**config.mk**
```make
export PLATFORM = sky130hd
export DESIGN_NAME = multicycle_control_unit
export DESIGN_NICKNAME = d
export VERILOG_FILES = /design/src/rtl/mcu_pkg.sv /design/src/rtl/mcu_out_decode.sv /design/src/rtl/multicycle_control_unit.sv
export SDC_FILE = /design/constraint.sdc
export NUM_CORES = 1
export LEC_CHECK = 0
export ABC_AREA = 1
export CAP_MARGIN = 5
export CORE_MARGIN = 3
export CORE_UTILIZATION = 45
export DETAILED_ROUTE_END_ITERATION = 12
export HOLD_SLACK_MARGIN = 0.02
export PLACE_DENSITY = 0.76
export SLEW_MARGIN = 20
export SYNTH_ARGS = -nofsm -noshare
export SYNTH_HDL_FRONTEND = slang
export SYNTH_SLANG_ARGS = --single-unit
```
**constraint.sdc**
```tcl
create_clock -name clk -period 2.3 [get_ports clk]
set_clock_uncertainty 0.2 [all_clocks]
set_input_delay 0.46 -clock clk [delete_from_list [all_inputs] [get_ports clk]]
set_output_delay 0.46 -clock clk [all_outputs]
set_load 0.1 [all_outputs]
```
**src/rtl/mcu_pkg.sv**
```systemverilog
// Shared definitions for the multi-cycle control unit: opcodes, ALU codes,
// state encoding and the datapath control word.
package mcu_pkg;

    localparam logic [5:0] OP_RTYPE = 6'h00;
    localparam logic [5:0] OP_J     = 6'h02;
    localparam logic [5:0] OP_BEQ   = 6'h04;
    localparam logic [5:0] OP_BNE   = 6'h05;
    localparam logic [5:0] OP_ADDI  = 6'h08;
    localparam logic [5:0] OP_ANDI  = 6'h0C;
    localparam logic [5:0] OP_ORI   = 6'h0D;
    localparam logic [5:0] OP_XORI  = 6'h0E;
    localparam logic [5:0] OP_LW    = 6'h23;
    localparam logic [5:0] OP_SW    = 6'h2B;

    localparam logic [2:0] ALU_ADD = 3'b000;
    localparam logic [2:0] ALU_SUB = 3'b001;
    localparam logic [2:0] ALU_R   = 3'b010;
    localparam logic [2:0] ALU_AND = 3'b011;
    localparam logic [2:0] ALU_OR  = 3'b100;
    localparam logic [2:0] ALU_XOR = 3'b101;

    typedef enum logic [3:0] {
        S_FETCH, S_DECODE, S_EXEC_R, S_R_WB, S_EXEC_I, S_I_WB,
        S_MEM_ADDR, S_MEM_RD, S_MEM_WB, S_MEM_WR, S_BRANCH, S_JUMP
    } state_t;

    typedef struct packed {
        logic       pc_write;
        logic       pc_write_cond;
        logic       branch_ne;
        logic       i_or_d;
        logic       mem_read;
        logic       mem_write;
        logic       ir_write;
        logic       mem_to_reg;
        logic       reg_dst;
        logic       reg_write;
        logic       alu_src_a;
        logic [1:0] alu_src_b;
        logic [2:0] alu_op;
        logic [1:0] pc_source;
        logic       instr_done;
        logic       illegal_op;
    } ctrl_t;

    // State that follows DECODE for a given opcode; FETCH means the opcode is illegal.
    function automatic state_t decode_target(input logic [5:0] op, input logic en_bne);
        state_t nxt;
        case (op)
            OP_RTYPE:                         nxt = S_EXEC_R;
            OP_LW, OP_SW:                     nxt = S_MEM_ADDR;
            OP_ADDI, OP_ANDI, OP_ORI, OP_XORI: nxt = S_EXEC_I;
            OP_BEQ:                           nxt = S_BRANCH;
            OP_BNE:                           nxt = en_bne ? S_BRANCH : S_FETCH;
            OP_J:                             nxt = S_JUMP;
            default:                          nxt = S_FETCH;
        endcase
        return nxt;
    endfunction

endpackage

```
**src/rtl/mcu_out_decode.sv**
```systemverilog
// Combinational control-word decode from the current state, memory handshake
// and opcode (live opcode for the DECODE legality check, latched one afterwards).
module mcu_out_decode
    import mcu_pkg::*;
#(
    parameter bit EN_BNE = 1'b1
) (
    input  state_t     state,
    input  logic       mem_ready,
    input  logic [5:0] opcode,
    input  logic [5:0] op_q,
    output ctrl_t      ctrl
);

    // Moore control word per state; only FETCH/MEM_WR enables look at mem_ready.
    always_comb begin
        ctrl = '0;
        case (state)
            S_FETCH: begin
                ctrl.mem_read  = 1'b1;
                ctrl.alu_src_b = 2'b01;
                ctrl.alu_op    = ALU_ADD;
                ctrl.ir_write  = mem_ready;
                ctrl.pc_write  = mem_ready;
            end
            S_DECODE: begin
                ctrl.alu_src_b  = 2'b11;
                ctrl.alu_op     = ALU_ADD;
                ctrl.illegal_op = (decode_target(opcode, EN_BNE) == S_FETCH);
            end
            S_EXEC_R: begin
                ctrl.alu_src_a = 1'b1;
                ctrl.alu_op    = ALU_R;
            end
            S_R_WB: begin
                ctrl.reg_dst    = 1'b1;
                ctrl.reg_write  = 1'b1;
                ctrl.instr_done = 1'b1;
            end
            S_EXEC_I: begin
                ctrl.alu_src_a = 1'b1;
                ctrl.alu_src_b = 2'b10;
                case (op_q)
                    OP_ANDI: ctrl.alu_op = ALU_AND;
                    OP_ORI:  ctrl.alu_op = ALU_OR;
                    OP_XORI: ctrl.alu_op = ALU_XOR;
                    default: ctrl.alu_op = ALU_ADD;
                endcase
            end
            S_I_WB: begin
                ctrl.reg_write  = 1'b1;
                ctrl.instr_done = 1'b1;
            end
            S_MEM_ADDR: begin
                ctrl.alu_src_a = 1'b1;
                ctrl.alu_src_b = 2'b10;
                ctrl.alu_op    = ALU_ADD;
            end
            S_MEM_RD: begin
                ctrl.mem_read = 1'b1;
                ctrl.i_or_d   = 1'b1;
            end
            S_MEM_WB: begin
                ctrl.mem_to_reg = 1'b1;
                ctrl.reg_write  = 1'b1;
                ctrl.instr_done = 1'b1;
            end
            S_MEM_WR: begin
                ctrl.mem_write  = 1'b1;
                ctrl.i_or_d     = 1'b1;
                ctrl.instr_done = mem_ready;
            end
            S_BRANCH: begin
                ctrl.alu_src_a     = 1'b1;
                ctrl.alu_op        = ALU_SUB;
                ctrl.pc_write_cond = 1'b1;
                ctrl.pc_source     = 2'b01;
                ctrl.branch_ne     = (op_q == OP_BNE);
                ctrl.instr_done    = 1'b1;
            end
            S_JUMP: begin
                ctrl.pc_write   = 1'b1;
                ctrl.pc_source  = 2'b10;
                ctrl.instr_done = 1'b1;
            end
            default: ctrl = '0;
        endcase
    end

endmodule

```
**src/rtl/multicycle_control_unit.sv**
```systemverilog
// Multi-cycle MIPS control FSM: state register, next-state logic, opcode
// latch and retired-instruction counter around the control-word decoder.
module multicycle_control_unit
    import mcu_pkg::*;
#(
    parameter int OPCODE_W = 6,
    parameter int ALU_OP_W = 3,
    parameter bit EN_BNE   = 1'b1,
    parameter int CNT_W    = 32
) (
    input  logic                clk,
    input  logic                reset,
    input  logic [OPCODE_W-1:0] opcode,
    input  logic                mem_ready,
    output logic                pc_write,
    output logic                pc_write_cond,
    output logic                branch_ne,
    output logic                i_or_d,
    output logic                mem_read,
    output logic                mem_write,
    output logic                ir_write,
    output logic                mem_to_reg,
    output logic                reg_dst,
    output logic                reg_write,
    output logic                alu_src_a,
    output logic [1:0]          alu_src_b,
    output logic [ALU_OP_W-1:0] alu_op,
    output logic [1:0]          pc_source,
    output logic                instr_done,
    output logic                illegal_op,
    output logic [CNT_W-1:0]    instr_count
);

    state_t           state_q, state_d;
    logic [5:0]       op_q, op_d;
    logic [CNT_W-1:0] count_q, count_d;
    logic [5:0]       op_in;
    ctrl_t            ctrl, ctrl_o;

    assign op_in = 6'(opcode);

    mcu_out_decode #(.EN_BNE(EN_BNE)) u_out_decode (
        .state     (state_q),
        .mem_ready (mem_ready),
        .opcode    (op_in),
        .op_q      (op_q),
        .ctrl      (ctrl)
    );

    // Next state, opcode capture in DECODE and retire counting.
    always_comb begin
        state_d = state_q;
        op_d    = op_q;
        count_d = count_q + CNT_W'(ctrl.instr_done);
        case (state_q)
            S_FETCH:    state_d = mem_ready ? S_DECODE : S_FETCH;
            S_DECODE: begin
                op_d    = op_in;
                state_d = decode_target(op_in, EN_BNE);
            end
            S_EXEC_R:   state_d = S_R_WB;
            S_EXEC_I:   state_d = S_I_WB;
            S_MEM_ADDR: state_d = (op_q == OP_LW) ? S_MEM_RD : S_MEM_WR;
            S_MEM_RD:   state_d = mem_ready ? S_MEM_WB : S_MEM_RD;
            S_MEM_WR:   state_d = mem_ready ? S_FETCH : S_MEM_WR;
            default:    state_d = S_FETCH;
        endcase
    end

    // State, latched opcode and counter registers.
    always_ff @(posedge clk or posedge reset) begin
        if (reset) begin
            state_q <= S_FETCH;
            op_q    <= '0;
            count_q <= '0;
        end else begin
            state_q <= state_d;
            op_q    <= op_d;
            count_q <= count_d;
        end
    end

    // Every output is held at zero while reset is asserted.
    always_comb begin
        ctrl_o = reset ? '0 : ctrl;
    end

    assign pc_write      = ctrl_o.pc_write;
    assign pc_write_cond = ctrl_o.pc_write_cond;
    assign branch_ne     = ctrl_o.branch_ne;
    assign i_or_d        = ctrl_o.i_or_d;
    assign mem_read      = ctrl_o.mem_read;
    assign mem_write     = ctrl_o.mem_write;
    assign ir_write      = ctrl_o.ir_write;
    assign mem_to_reg    = ctrl_o.mem_to_reg;
    assign reg_dst       = ctrl_o.reg_dst;
    assign reg_write     = ctrl_o.reg_write;
    assign alu_src_a     = ctrl_o.alu_src_a;
    assign alu_src_b     = ctrl_o.alu_src_b;
    assign alu_op        = ALU_OP_W'(ctrl_o.alu_op);
    assign pc_source     = ctrl_o.pc_source;
    assign instr_done    = ctrl_o.instr_done;
    assign illegal_op    = ctrl_o.illegal_op;
    assign instr_count   = count_q;

endmodule
```
==> metrics <==
Register Area=0.00105 mm^2; Comb power frac=45.1%; CTS Buffer Depth=2; Final Setup Violations=8; Synth warnings=0; synthesized instance count=388; via count=2828; Post-synth EDFFs=0; top cells by count, synth=148 x nand2_1, 74 x nor2_1, 44 x inv_1, 42 x dfrtp_1, 26 x nand3_1; vias in the first global route=2742; DRC=0; CTS Root Cell=clkbuf_8; sequential share of the synthesized area=40.7%; # IOs=61; final instance area=0.00407 mm^2; Distinct cells, synth=25; most common cell in the netlist=nand2_1; RSZ-0062 raised after global routing=true; async set-reset flop share out of synthesis=100%; Initial Util=48.4%; FMAX=421 MHz; Setup crit start kind=flip-flop; CP Depth=8; DR pass1 iterations=4; TritonCTS clock tree=done; share of the synthesized area in the top cell type=40.7%; power density cells=706 mW/mm^2; Layout area overhead=57.8%; total net switching power=1.30 mW; chip width=81.7 um; minimum clock period=2.38 ns; Slew Viols, Final=0; die extent in y=81.7 um; hold_buf cts=0; Final period util=103%; Crit path top cell by count=nand2_2; Via-to-Cell Ratio=5.02; Clk pwr share=20.2%; layout cells sized above 1=30.8%; final setup TNS=-0.419 ns; status=complete, but fails checks; crit path cell chain=inv_1, nand2_2, nor2_4, nand2_1, nor2_2, nand3_1, nand2_2, buf_12; hold slack=0.287 ns; Leak=1.96 nW; delay-heaviest family, CP=simple AND/OR/NAND/NOR gates; Critical Path Source=state_q[3]$_DFF_PP0_; Worst Path Arrival=1.72 ns; PortBufs=60; DP Area=0.00379 mm^2; HPWL after DPL=5770 um; failing checks=negative setup slack; final core utilization=76.4%; cell taking the most area after synthesis=dfrtp_1; syn_area_per_cell=6.65 um^2; RR Endpoint=instr_count[16]$_DFF_PP0_; CP endpoint kind=output port; Reg clk slew, reported paths=0.09 ns; CTS buffer count=5; crit-path max cell delay=0.43 ns; Seq pwr share=34.7%; n_diodes=0; total track usage=23.1%; CP Max Fanout=3; Die ar.=0.00668 mm^2; multi-input logic area=0.00159 mm^2; switching share of power=45.1%; Max Cap Violations=0; top_reg_cell synth=dfrtp_1; drt wl/cell=13.2 um; first-pass GRT wire length=11900 um; total power=2.88 mW; FF-to-FF setup slack=0.10 ns; Worst Slack Setup Final=-0.0770 ns; clk_lat worst skew=0.30 ns; drt initial violations=140; Worst slew margin=75.7%; Critical-path top delay cell=dfrtp_1; Rows=26; GP Congestion=0.931; CP required=1.64 ns; post-synthesis instance area=0.00258 mm^2; critical path buffer and inverter count=2; H-Tree Depth=2; Hold Violations, Final=0; pin count of the biggest net entering global routing=30; Core Footprint=0.00534 mm^2; gr ovfl total=0; P_int=1.58 mW; maximum vdd drop=0.691 mV; Worst-Margin Slew=0.365 ns; FILL cells=399; post-synthesis register bit count=42; R2R depth=11; WL final=7410 um; FF-to-FF Start=state_q[3]$_DFF_PP0_; Hold Path Class=primary input to async pin; DRT antenna net count=0; Synth area leaders=dfrtp_1 41%, nand2_1 22%, nor2_1 11%, inv_1 6.4%, nand3_1 5.0%; fin nets=503; Critical Path Sink=alu_op[1]; initial antenna violation count=0; Worst Path Class, Setup=flip-flop to output port; CTS sink cnt=42; Post-Syn Nets=399
-- cells by family after synthesis --
group / count (synthesis) / share of synthesized area [%]
AO/OA/AOI/OAI: 15 / 3.10
AND/OR/NAND/NOR: 267 / 43.1
XOR/XNOR: 15 / 5.09
buffers and inverters: 47 / 7.03
flip-flops: 42 / 40.7
adder cells (fa/ha/maj): 2 / 0.969
-- how the worst min path moves through the flow --
stage	slack, ns	end	depth (start not counted)	start
3_5_place_dp	0.29	instr_count[31]$_DFF_PP0_	2	instr_count[31]$_DFF_PP0_
4_1_cts	0.31	instr_count[28]$_DFF_PP0_	3	reset
6_report	0.29	instr_count[28]$_DFF_PP0_	3	reset
2_1_floorplan	0.27	op_q[5]$_DFFE_PP0P_	2	op_q[5]$_DFFE_PP0P_
5_1_grt	0.33	instr_count[31]$_DFF_PP0_	2	instr_count[31]$_DFF_PP0_
3_3_place_gp	0.28	instr_count[31]$_DFF_PP0_	2	instr_count[31]$_DFF_PP0_
-- routing by layer --
layer  GRT usage [%]  vias to the layer above  wire (um)
met3            2.63                       14        327
met5               0                        -          0
met1            25.9                     1345       2860
li1                -                     1399          -
met2            44.2                       70       4070
met4            8.80                        0        144
-- worst register-to-register path, cell delays in order, from the launching register on --
cell and delay (ns):
dfrtp_1 0.43, inv_1 0.15, nand2_2 0.11, o21a_1 0.21, nand2_1 0.06, ha_1 0.20
ha_4 0.16, nand3_2 0.10, inv_1 0.11, nand2_1 0.10, nor2_2 0.14, xor2_1 0.16
-- what timing repair did --
| item | CTS | global route |
|---|---|---|
| setup endpoints to repair | 16 | 27 |
| pin swaps | 0 | 9 |
| gates cloned | 0 | 0 |
| gates resized for setup | 12 | 31 |
| buffers inserted | 0 | 6 |
-- power groups by stage --
stage,clock (mW),sequential (mW),combinational [mW]
6_report,0.582,0.997,1.30
5_1_grt,0.620,1.02,1.38
4_1_cts,0.586,0.979,1.24
3_5_place_dp,0,0.992,1.23
3_3_place_gp,0,0.984,1.21
2_1_floorplan,0,1.31,0.516
-- placed cells by master, fill, tap and decap left out, drive strengths merged --
cell type,synthesis,routed
inv,44,41
o31ai,1,1
a21oi,6,6
xor2,9,9
clkbuf,1,7
nand3,26,26
nor2,80,80
bufinv,0,1
xnor2,6,6
nor3,5,5
clkdlybuf4s50,0,2
o21ai,7,7
dlymetal6s2s,0,2
nand4,2,2
buf,2,92
o21a,1,1
nand2,151,151
dfrtp,42,42
clkinvlp,0,3
and2,1,1
nand3b,1,1
dlygate4sd2,0,4
ha,2,2
nor3b,1,1
-- state kept, by name, summed over array words and instances (netlist names) --
name / count
op_q: 6
instr_count: 32
state_q: 4
-- cell type report --
class	count	share of cell area, %
Tap cell	70	2.15
Timing Repair Buffer	100	26.1
Multi-Input combinational cell	299	38.9
Sequential cell	42	25.9
Clock inverter	1	0.737
Inverter	44	4.33
Clock buffer	7	1.87
-- through the flow --
step                      setup WS [ns]  instances
after floorplan                  -0.539        388
after global routing             -0.154        563
after detailed placement         -0.277        549
after CTS                       -0.0815        557
after global placement           -0.225        549
final                           -0.0770        563
(Power assumes the default switching activity.)
